[src/rtl/mem_wb_pkg.sv]
// MEM->WB stage shared types: writeback payload bundle
// and result-source select encodings.
package mem_wb_pkg;

  localparam int PKG_XLEN   = 16;
  localparam int PKG_REG_AW = 4;
  localparam int PKG_RSRC_W = 2;
  localparam int PKG_CNT_W  = 16;

  localparam logic [PKG_RSRC_W-1:0] RES_ALU = 2'd0;
  localparam logic [PKG_RSRC_W-1:0] RES_MEM = 2'd1;
  localparam logic [PKG_RSRC_W-1:0] RES_PC2 = 2'd2;

  typedef struct packed {
    logic                  reg_write;
    logic [PKG_RSRC_W-1:0] result_src;
    logic [PKG_XLEN-1:0]   pc_plus2;
    logic [PKG_REG_AW-1:0] rd;
    logic [PKG_XLEN-1:0]   alu_res;
    logic [PKG_XLEN-1:0]   read_data;
  } wb_payload_t;

  localparam int WB_PAYLOAD_W = $bits(wb_payload_t);

endpackage

[src/rtl/skid_buffer2.sv]
// Two-entry skid buffer: head entry A drives the output, B absorbs
// the one extra beat accepted while the consumer stalls.
module skid_buffer2 #(
  parameter int W = 8
) (
  input  logic         clk,
  input  logic         reset,
  input  logic         flush,
  input  logic         in_valid,
  output logic         in_ready,
  input  logic [W-1:0] in_data,
  output logic         out_valid,
  input  logic         out_ready,
  output logic [W-1:0] out_data,
  output logic         a_valid,
  output logic         b_valid
);

  logic         r_a_valid;
  logic         r_b_valid;
  logic [W-1:0] r_a;
  logic [W-1:0] r_b;
  logic         w_accept;
  logic         w_drain;

  assign in_ready  = ~r_b_valid;
  assign out_valid = r_a_valid;
  assign out_data  = r_a;
  assign a_valid   = r_a_valid;
  assign b_valid   = r_b_valid;

  assign w_accept = in_valid & ~r_b_valid & ~flush;
  assign w_drain  = r_a_valid & out_ready;

  // Payload registers load only on capture, so out_data holds when idle.
  always_ff @(posedge clk or posedge reset) begin
    if (reset) begin
      r_a_valid <= 1'b0;
      r_b_valid <= 1'b0;
      r_a       <= '0;
      r_b       <= '0;
    end else if (flush) begin
      r_a_valid <= 1'b0;
      r_b_valid <= 1'b0;
    end else if (!r_a_valid) begin
      if (w_accept) begin
        r_a       <= in_data;
        r_a_valid <= 1'b1;
      end
    end else if (!r_b_valid) begin
      if (w_drain && w_accept) begin
        r_a <= in_data;
      end else if (w_drain) begin
        r_a_valid <= 1'b0;
      end else if (w_accept) begin
        r_b       <= in_data;
        r_b_valid <= 1'b1;
      end
    end else if (w_drain) begin
      r_a       <= r_b;
      r_b_valid <= 1'b0;
    end
  end

endmodule

[src/rtl/mem_wb_skid_stage.sv]
// MEM->WB pipeline register with ready/valid skid buffering,
// bubble write-enable gating, occupancy and stall counter.
module mem_wb_skid_stage
  import mem_wb_pkg::*;
#(
  parameter int XLEN   = PKG_XLEN,
  parameter int REG_AW = PKG_REG_AW,
  parameter int RSRC_W = PKG_RSRC_W,
  parameter int CNT_W  = PKG_CNT_W
) (
  input  logic              clk,
  input  logic              reset,
  input  logic              flush,
  input  logic              in_valid,
  output logic              in_ready,
  input  logic              in_reg_write,
  input  logic [RSRC_W-1:0] in_result_src,
  input  logic [XLEN-1:0]   in_pc_plus2,
  input  logic [REG_AW-1:0] in_rd,
  input  logic [XLEN-1:0]   in_alu_res,
  input  logic [XLEN-1:0]   in_read_data,
  output logic              out_valid,
  input  logic              out_ready,
  output logic              out_reg_write,
  output logic [RSRC_W-1:0] out_result_src,
  output logic [XLEN-1:0]   out_pc_plus2,
  output logic [REG_AW-1:0] out_rd,
  output logic [XLEN-1:0]   out_alu_res,
  output logic [XLEN-1:0]   out_read_data,
  output logic [1:0]        occupancy,
  output logic [CNT_W-1:0]  stall_cycles
);

  localparam int PW = 1 + RSRC_W + REG_AW + 3 * XLEN;

  logic [PW-1:0]    w_in;
  logic [PW-1:0]    w_head;
  logic             w_head_rw;
  logic             w_a_valid;
  logic             w_b_valid;
  logic [CNT_W-1:0] r_stall;

  assign w_in = {in_reg_write, in_result_src, in_pc_plus2,
                 in_rd, in_alu_res, in_read_data};

  assign {w_head_rw, out_result_src, out_pc_plus2,
          out_rd, out_alu_res, out_read_data} = w_head;

  skid_buffer2 #(
    .W (PW)
  ) u_skid (
    .clk       (clk),
    .reset     (reset),
    .flush     (flush),
    .in_valid  (in_valid),
    .in_ready  (in_ready),
    .in_data   (w_in),
    .out_valid (out_valid),
    .out_ready (out_ready),
    .out_data  (w_head),
    .a_valid   (w_a_valid),
    .b_valid   (w_b_valid)
  );

  // A bubble in the head slot must never write the register file.
  assign out_reg_write = w_a_valid & w_head_rw;

  assign occupancy = {w_a_valid & w_b_valid, w_a_valid ^ w_b_valid};

  always_ff @(posedge clk or posedge reset) begin
    if (reset) begin
      r_stall <= '0;
    end else if (out_valid && !out_ready && !(&r_stall)) begin
      r_stall <= r_stall + 1'b1;
    end
  end

  assign stall_cycles = r_stall;

endmodule

[config.mk]
export PLATFORM = sky130hd
export DESIGN_NAME = mem_wb_skid_stage
export DESIGN_NICKNAME = d
export VERILOG_FILES = /design/src/rtl/mem_wb_pkg.sv /design/src/rtl/skid_buffer2.sv /design/src/rtl/mem_wb_skid_stage.sv
export SDC_FILE = /design/constraint.sdc
export NUM_CORES = 1
export LEC_CHECK = 0
export ABC_AREA = 0
export CAP_MARGIN = 5
export CELL_PAD_IN_SITES_DETAIL_PLACEMENT = 0
export CELL_PAD_IN_SITES_GLOBAL_PLACEMENT = 1
export CORE_MARGIN = 2
export CORE_UTILIZATION = 41
export DETAILED_ROUTE_END_ITERATION = 6
export PLACE_DENSITY = 0.81
export SLEW_MARGIN = 20
export SYNTH_ARGS = -nofsm -noshare
export SYNTH_HDL_FRONTEND = slang
export SYNTH_HIERARCHICAL = 1
export SYNTH_SLANG_ARGS = --single-unit
[constraint.sdc]
create_clock -name clk -period 4.7 [get_ports clk]
set_input_delay 0.94 -clock clk [delete_from_list [all_inputs] [get_ports clk]]
set_output_delay 0.94 -clock clk [all_outputs]
set_load 0.05 [all_outputs]
* Yosys cells after proc, flatten, opt, wreduce, memory -nomap -nowiden
Cells that the tools add are included.
** Cells by class
- Equal/unequal tests :: 2
- Bitwise logic cells :: 10
- Add/sub/neg operators :: 1
- Muxes and demuxes :: 16
- Reduce and logical (&&, ||, !) cells :: 10
** Operators with widths (count)
- 55-bit two-way mux :: 5
- 16-bit by 1-bit adder with 16-bit output, second input constant :: 1
- 16-bit AND reduction :: 1
- 1-bit two-way mux :: 11
- 3-bit != test, second input constant :: 2
- 6-bit AND reduction :: 1
- 1-bit bitwise AND :: 5
- 1-bit NOT :: 4
- 4-bit AND reduction :: 1
- 2-bit nonzero test :: 2
- 1-bit logical AND :: 3
- 1-bit zero test :: 2
- 1-bit XOR :: 1
** Word-level totals
- Input bits :: 60
- Register bits :: 128
- Output and inout bits :: 75

* Logic depth before layout (Yosys ltp)
Gate-level depths: netlist of run 1.
- Word-level depth :: 9
- Mapped depth :: 5
- Mapped depth without buffers :: 5

* Hierarchy
Netlist of run 1, hierarchy kept.
** By module, submodules not included
- skid_buffer2 :: cells an instance 306, instances 1, area an instance 4909.7 um2, seq. area each 2802.7 um2
- mem_wb_skid_stage :: cells an instance 75, instances 1, area an instance 894.6 um2, seq. area each 400.4 um2

* Worst setup path after synthesis of run 1
Ideal clock, no wire load.
- Path kind :: in2reg
- Start point :: input in_valid
- End point :: register u_skid.r_a[38] (netlist: u_skid/out_data[38])
- Data arrival time :: 2.066 ns
- Cell stages on the path :: 4
- Setup time :: 0.125 ns
- Setup slack :: 2.510 ns
- Cell sequence :: nand2b_1 a221oi_4 buf_6 mux2_2
** On the way
- Cells in the longest elaborated chain, start to end :: 5
- Elaborated cells between the ends (all ways) :: 6
- Those cells by class :: 1 x eq/ne; 2 x bitwise; 3 x reduce/logical
** RTL lines
- from (decl) :: line mem_wb_skid_stage.sv:14 : input logic in_valid,
- 1-bit bitwise AND (*) (2 in a row) :: line skid_buffer2.sv:32 : assign w_accept = in_valid & ~r_b_valid & ~flush;
- 1-bit logical AND :: line skid_buffer2.sv:51 : if (w_drain && w_accept) begin
- 3-bit != test (no source line)
- 4-bit AND reduction (no source line) (*)
- to (signal assigned) :: line skid_buffer2.sv:47 : r_a <= in_data;
- to (signal assigned) :: line skid_buffer2.sv:52 : r_a <= in_data;
- to (signal assigned) :: line skid_buffer2.sv:60 : r_a <= r_b;
- to (decl) :: line skid_buffer2.sv:21 : logic [W-1:0] r_a;
Mark *: on every way between the ends. The rest lies on a longest branch, timed or not.
A chain may end at the register's enable or synchronous reset.

* Final worst setup path of run 1
- Start point :: register u_skid.r_a_valid (netlist: u_skid/a_valid)
- End point :: output occupancy[0]
** On the way
- Cells in the longest elaborated chain, start to end :: 1
** RTL lines
- from (decl) :: line skid_buffer2.sv:19 : logic r_a_valid;
- from (signal assigned) :: line skid_buffer2.sv:38 : r_a_valid <= 1'b0;
- from (signal assigned) :: line skid_buffer2.sv:43 : r_a_valid <= 1'b0;
- from (signal assigned) :: line skid_buffer2.sv:48 : r_a_valid <= 1'b1;
- 1-bit XOR :: line mem_wb_skid_stage.sv:68 : assign occupancy = {w_a_valid & w_b_valid, w_a_valid ^ w_b_valid};
- to (decl) :: line mem_wb_skid_stage.sv:30 : output logic [1:0] occupancy,
No other way between the ends.

==> summary.md, run 1 <==
| Metric | Value |
|---|---|
| Hold Path End | `u_skid/out_data[54]` |
| Slowest stage cell, crit path | `clkdlybuf4s50_1` |
| Slew @ Worst Pin | `0.867 ns` |
| # setup viols final | `0` |
| CTS H-tree lvls | `4` |
| Leading cell type by number of instances after synthesis | `mux2_2` |
| Synthesized area | `5800 sq um` |
| # rows | `43` |
| Post-Route Setup TNS | `0 ns` |
| Largest area contributor in the netlist | `dfrtp_1` |
| Post-layout util | `56.8%` |
| Syn Inst Count | `381` |
| Clk sinks | `128` |
| # diodes | `0` |
| Ys async rst share | `100%` |
| Required time of the critical path | `3.76 ns` |
| FF-to-FF Start | `u_skid/a_valid` |
| DRC Markers | `0` |
| FF-to-FF setup slack | `2.44 ns` |
| Resized Gates After CTS | `0` |
| CORE AREA | `13900 sq um` |
| Final Cycle Share | `64.9%` |
| Startpoint Class | `flop` |
| P_leak | `0.00331 uW` |
| Post-synth EDFFs | `0` |
| Worst rel slew slack | `42.2%` |
| Tightest Hold Check Type | `flop to flop` |
| Antenna viol nets, final | `0` |
| Vias | `3594` |
| Crit Path Class | `flop to output port` |
| Routed len/inst | `16.9 um` |
| Synthesized flop and latch total | `128` |
| Status | `completed` |
| Initial core utilization | `41.8%` |
| Drt via density | `5.03` |
| Max clock buf depth | `2` |
| Syn nets | `443` |
| CTS tree | `yes` |
| Most instantiated cells after synthesis | `mux2_2 (132), dfrtp_1 (128), mux2_1 (34), buf_6 (10)` |
| Worst VDD drop | `301 uV` |
| Primary FF master, synth | `dfrtp_1` |
| Syn avg cell area | `15.2 sq um` |
| Share of the synthesized area in the top cell type | `55.2%` |
| Largest stage delay on the critical path | `0.79 ns` |
| WL met1 | `5450 um` |
| Global route overflow | `0` |
| Post-CTS Setup Bufs | `0` |
| Clock root cell | `clkbuf_16` |
| Crit Path Max Fanout | `11` |
| Yosys warns | `6` |
| I/O pin total | `135` |
| Final Hold Vio Count | `0` |
| Top cells by area, synth | `dfrtp_1 (55%), mux2_2 (26%), mux2_1 (6.6%), buf_6 (1.9%), xnor2_1 (1.1%)` |
| PnR worst setup slack | `1.65 ns` |
| Worst-case clock skew | `0.00674 ns` |
| Unrepaired setup endpoints after global routing | `false` |
| Met2 WL | `5610 um` |
| Initial antenna violation count | `0` |
| Die span in y | `123 um` |
| Max-cap violations | `0` |
| Sequential element share of the synthesized area | `55.2%` |
| Fin nets | `583` |
| Iter 0 DRT Violations | `178` |
| First-pass GRT wire length | `19600 um` |
| Final worst path period need | `3.05 ns` |
| Post-CTS Hold Buffers | `0` |
| Share of layout cells above drive strength 1 | `34.6%` |
| FF-to-FF End | `u_skid/out_data[30]` |
| Vias in the first global route | `3806` |
| Total track usage | `17.2%` |
| Crit-path cells | `ha_1, clkdlybuf4s50_1` |
| Critical path's top delay family | `buffers and inverters` |
| Worst Path Buf+Inv | `1` |
| Drt total wl | `12100 um` |
| Die area | `15100 sq um` |
| Largest net degree at the start of global routing | `70` |
| Clock Pin Slew Worst Setup and Hold Paths | `0.06 ns` |
| Metal3 WL | `898 um` |
| Slew Viols, Final | `0` |
| Final Wtd Congestion | `0.802` |
| Pre-CTS WS | `1.54 ns` |
| 1st-pass router iterations | `4` |
| Port bufs | `134` |
| Unique masters post-synth | `41` |
| Clock Latency Late Sink | `0.41 ns` |
| Area grow syn2layout | `35.9%` |
| Path depth of the worst reg2reg path | `4` |
| Num CTS Buffers | `17` |
| Min-delay src | `u_skid/out_data[54]` |
| Max frequency | `0.328 GHz` |
| Crit end category | `output port` |
| Worst hold stages | `1` |
| Arrival @ worst endpoint | `2.11 ns` |
| Dpl hpwl | `7820 um` |
| P per Cell Area | `513 nW/um^2` |
| Max Used Layer | `met4` |
| Die outline width | `123 um` |
-- worst max-delay path by stage --
| stage | from | endpoint | slack, ns | depth (start not counted) |
|---|---|---|---|---|
| after floorplan | reset | u_skid/a_valid | 0.80 | 1 |
| after global placement | out_ready | u_skid/out_data[24] | 1.59 | 5 |
| after detailed placement | out_ready | u_skid/out_data[20] | 1.54 | 5 |
| after CTS | u_skid/a_valid | occupancy[0] | 1.61 | 2 |
| after global routing | u_skid/a_valid | occupancy[0] | 1.55 | 2 |
| final | u_skid/a_valid | occupancy[0] | 1.65 | 2 |
-- cell families after synthesis --
logic type	synth area share, %
AOI/OAI and AO/OA	2.13
xor gates and xnor gates	1.36
adders and majority gates	0.431
buffers and inverters	3.34
DFF	55.2
muxes	32.5
and+or+nand+nor	5.09
-- cell usage in the layout (no fill, tap or decap), types with 2 or more instances in the layout --
cell type / count
clkdlybuf4s50_1: 134
mux2_2: 132
dfrtp_1: 128
mux2_1: 34
clkbuf_16: 17
xnor2_1: 7
inv_1: 6
nand4_1: 6
a31oi_1: 5
clkinvlp_4: 5
buf_4: 5
a21oi_1: 4
bufinv_16: 4
clkinv_4: 3
nand4_4: 2
nor2_1: 2
nand2_1: 2
nor2_2: 2
nor3_1: 2
nor4_4: 2
and3_1: 2
a41oi_1: 2
xor2_1: 2
ha_1: 2
clkbuf_8: 2
-- sequential cells by signal (all words and copies together) (netlist names) --
signal and flops:
u_skid/out_data 55, stall_cycles 16, u_skid/b_valid 1, u_skid/a_valid 1
u_skid/r_b 55
-- power breakdown --
part           total [uW]  leakage (uW)  switching (uW)  internal, uW
registers            1520       0.00156             163          1360
clock network        1390      0.000295             473           917
logic                1130       0.00145             658           473
-- cell type report --
class / count / area (sq um)
clock buffer: 20 / 457
clock inverter: 12 / 184
fill: 1120 / 5990
inverter: 7 / 28.8
multi-input combinational: 228 / 2410
sequential: 128 / 3200
tap: 180 / 225
timing repair buffer: 139 / 1380
-- metal layers --
metal	up-vias	GRT usage, %
met5	-	0
met2	107	25.6
met4	0	5.54
met3	11	6.92
met1	1808	22.9
li1	1668	-
-- stage by stage --
step                std cells  instance area [sq um]  total power [uW]  hold slack (ns)
floorplan                 381                   5800              2270            0.449
global placement          682                   7250              2650            0.462
detailed placement        682                   7250              2680            0.467
CTS                       714                   7890              4090            0.480
global route              714                   7890              4230            0.512
finish                    714                   7890              4040            0.477
No activity file was read; power rests on OpenSTA's default activity.
==> inputs of run 2 (changes only) <==
Clock period 4.7 ns to 2.9 ns, I/O delays scaled along.
==> run 2 against run 1 <==
Compared with the run above:
- worst setup slack got worse by 1.3 ns
- first-iteration DRC count fell by 31%
- sequential power rose by 62%
- global-route usage barely moved
- power rose by 60%
- core utilization rose by 0.22 points
- flip-flop and latch count did not move
- critical path depth did not move
- routed wire length fell by 0.84%
- clock-buffer cell count rose by 4
==> summary.md, run 2 (same netlist as run 1, synthesis figures left out) <==
| Metric | Value |
|---|---|
| Drt total wl | `12000 um` |
| Largest stage delay on the critical path | `0.79 ns` |
| Largest net degree at the start of global routing | `56` |
| Worst hold stages | `1` |
| Commonest non-fill, non-tap cell in the layout | `clkdlybuf4s50_1` |
| Final Cycle Share | `86.7%` |
| Clock Latency Late Sink | `0.41 ns` |
| Slew @ Worst Pin | `0.624 ns` |
| Post-Route Setup TNS | `0 ns` |
| Path depth of the worst reg2reg path | `5` |
| Clock root cell | `clkbuf_16` |
| Final total power | `6460 uW` |
| # diodes | `0` |
| Max-cap violations | `0` |
| FF-to-FF setup slack | `0.93 ns` |
| Vias | `3641` |
| Slowest stage cell, crit path | `clkdlybuf4s50_1` |
| P_leak | `0.00334 uW` |
| Num CTS Buffers | `17` |
| CTS H-tree lvls | `4` |
| Final Wtd Congestion | `0.804` |
| Crit end category | `output port` |
| # setup viols final | `0` |
| Worst rel slew slack | `58.4%` |
| FF-to-FF End | `u_skid/out_data[0]` |
| Startpoint Class | `flop` |
| Initial core utilization | `41.8%` |
| Port bufs | `134` |
| Final worst path period need | `2.51 ns` |
| I/O pin total | `135` |
| Critical path's top delay family | `buffers and inverters` |
| Placed Area | `7320 sq um` |
| Initial antenna violation count | `0` |
| Status | `completed` |
| Drt via density | `5.09` |
| CORE AREA | `13900 sq um` |
| Worst VDD drop | `457 uV` |
| Dpl hpwl | `7910 um` |
| Slew Viols, Final | `0` |
| Tightest Hold Check Type | `flop to flop` |
| Global route overflow | `0` |
| Die span in y | `123 um` |
| Total track usage | `17.1%` |
| DRC Markers | `0` |
| Resized Gates After CTS | `0` |
| Most frequent cells in the layout | `clkdlybuf4s50_1 (134), mux2_2 (132), dfrtp_1 (128)` |
| P per Cell Area | `816 nW/um^2` |
| Max frequency | `0.398 GHz` |
| Hold Path End | `u_skid/out_data[54]` |
| Fin Hold WS | `0.473 ns` |
| Post-Place Cells | `685` |
| Crit Path Class | `flop to output port` |
| Routed len/inst | `16.8 um` |
| Crit Path Max Fanout | `6` |
| Crit-path cells | `ha_1, clkdlybuf4s50_1` |
| Share of layout cells above drive strength 1 | `34.4%` |
| # rows | `43` |
| Post-CTS Setup Bufs | `0` |
| Max clock buf depth | `2` |
| FF-to-FF Start | `u_skid/a_valid` |
| Fin nets | `586` |
| Worst Path Buf+Inv | `1` |
| Post-Layout Cell Count | `715` |
| Required time of the critical path | `2.32 ns` |
| Unrepaired setup endpoints after global routing | `false` |
| Clk sinks | `128` |
| Min-delay src | `u_skid/out_data[54]` |
| Setup crit start | `u_skid/b_valid` |
| First-pass GRT wire length | `19700 um` |
| Finished layout cell area | `7920 sq um` |
| Worst-case clock skew | `0.00642 ns` |
| Arrival @ worst endpoint | `1.93 ns` |
| Clock Pin Slew Worst Setup and Hold Paths | `0.05 ns` |
| Area grow syn2layout | `36.5%` |
| Die area | `15100 sq um` |
| 1st-pass router iterations | `4` |
| Die outline width | `123 um` |
| Vias in the first global route | `3837` |
| Filler cells | `1131` |
| CTS tree | `yes` |
| Antenna viol nets, final | `0` |
| Iter 0 DRT Violations | `123` |
| Final Hold Vio Count | `0` |
| Post-CTS Hold Buffers | `0` |
-- run 2: cell type report --
class | instances | area, sq um | area share (%)
clock buffers | 24 | 492 | 6.21
clock inverters | 6 | 105 | 1.33
inverters | 7 | 30.0 | 0.379
multi-input cells | 228 | 2410 | 30.5
flip-flops and latches | 128 | 3200 | 40.4
well taps | 180 | 225 | 2.84
repair buffers | 142 | 1450 | 18.3
-- run 2: layer usage --
metal / track usage (%) / part of all wire [%]
met5: 0 / 0
met4: 6.18 / 1.4
met3: 6.87 / 7.5
met2: 25.0 / 46
met1: 23.1 / 46
-- run 2: worst max-delay path by stage --
stage                               end  slack (ns)  depth (start not counted)
global route               occupancy[0]        0.31                          2
floorplan               stall_cycles[1]        0.93                          5
global placement    u_skid/out_data[20]        0.46                          5
detailed placement  u_skid/out_data[41]        0.40                          5
finish                     occupancy[0]        0.39                          2
CTS                        occupancy[0]        0.37                          2
-- run 2: per-stage QoR --
stage | util, % | setup slack, ns
floorplan | - | 0.934
global placement | 52.8 | 0.463
detailed placement | 52.8 | 0.405
CTS | 57.1 | 0.369
global route | 57.1 | 0.310
finish | 57.1 | 0.387
-- run 2: report_power, final --
part	internal, uW	switching, uW
logic	775	1070
clock network	1430	720
registers	2210	264
total	4410	2050
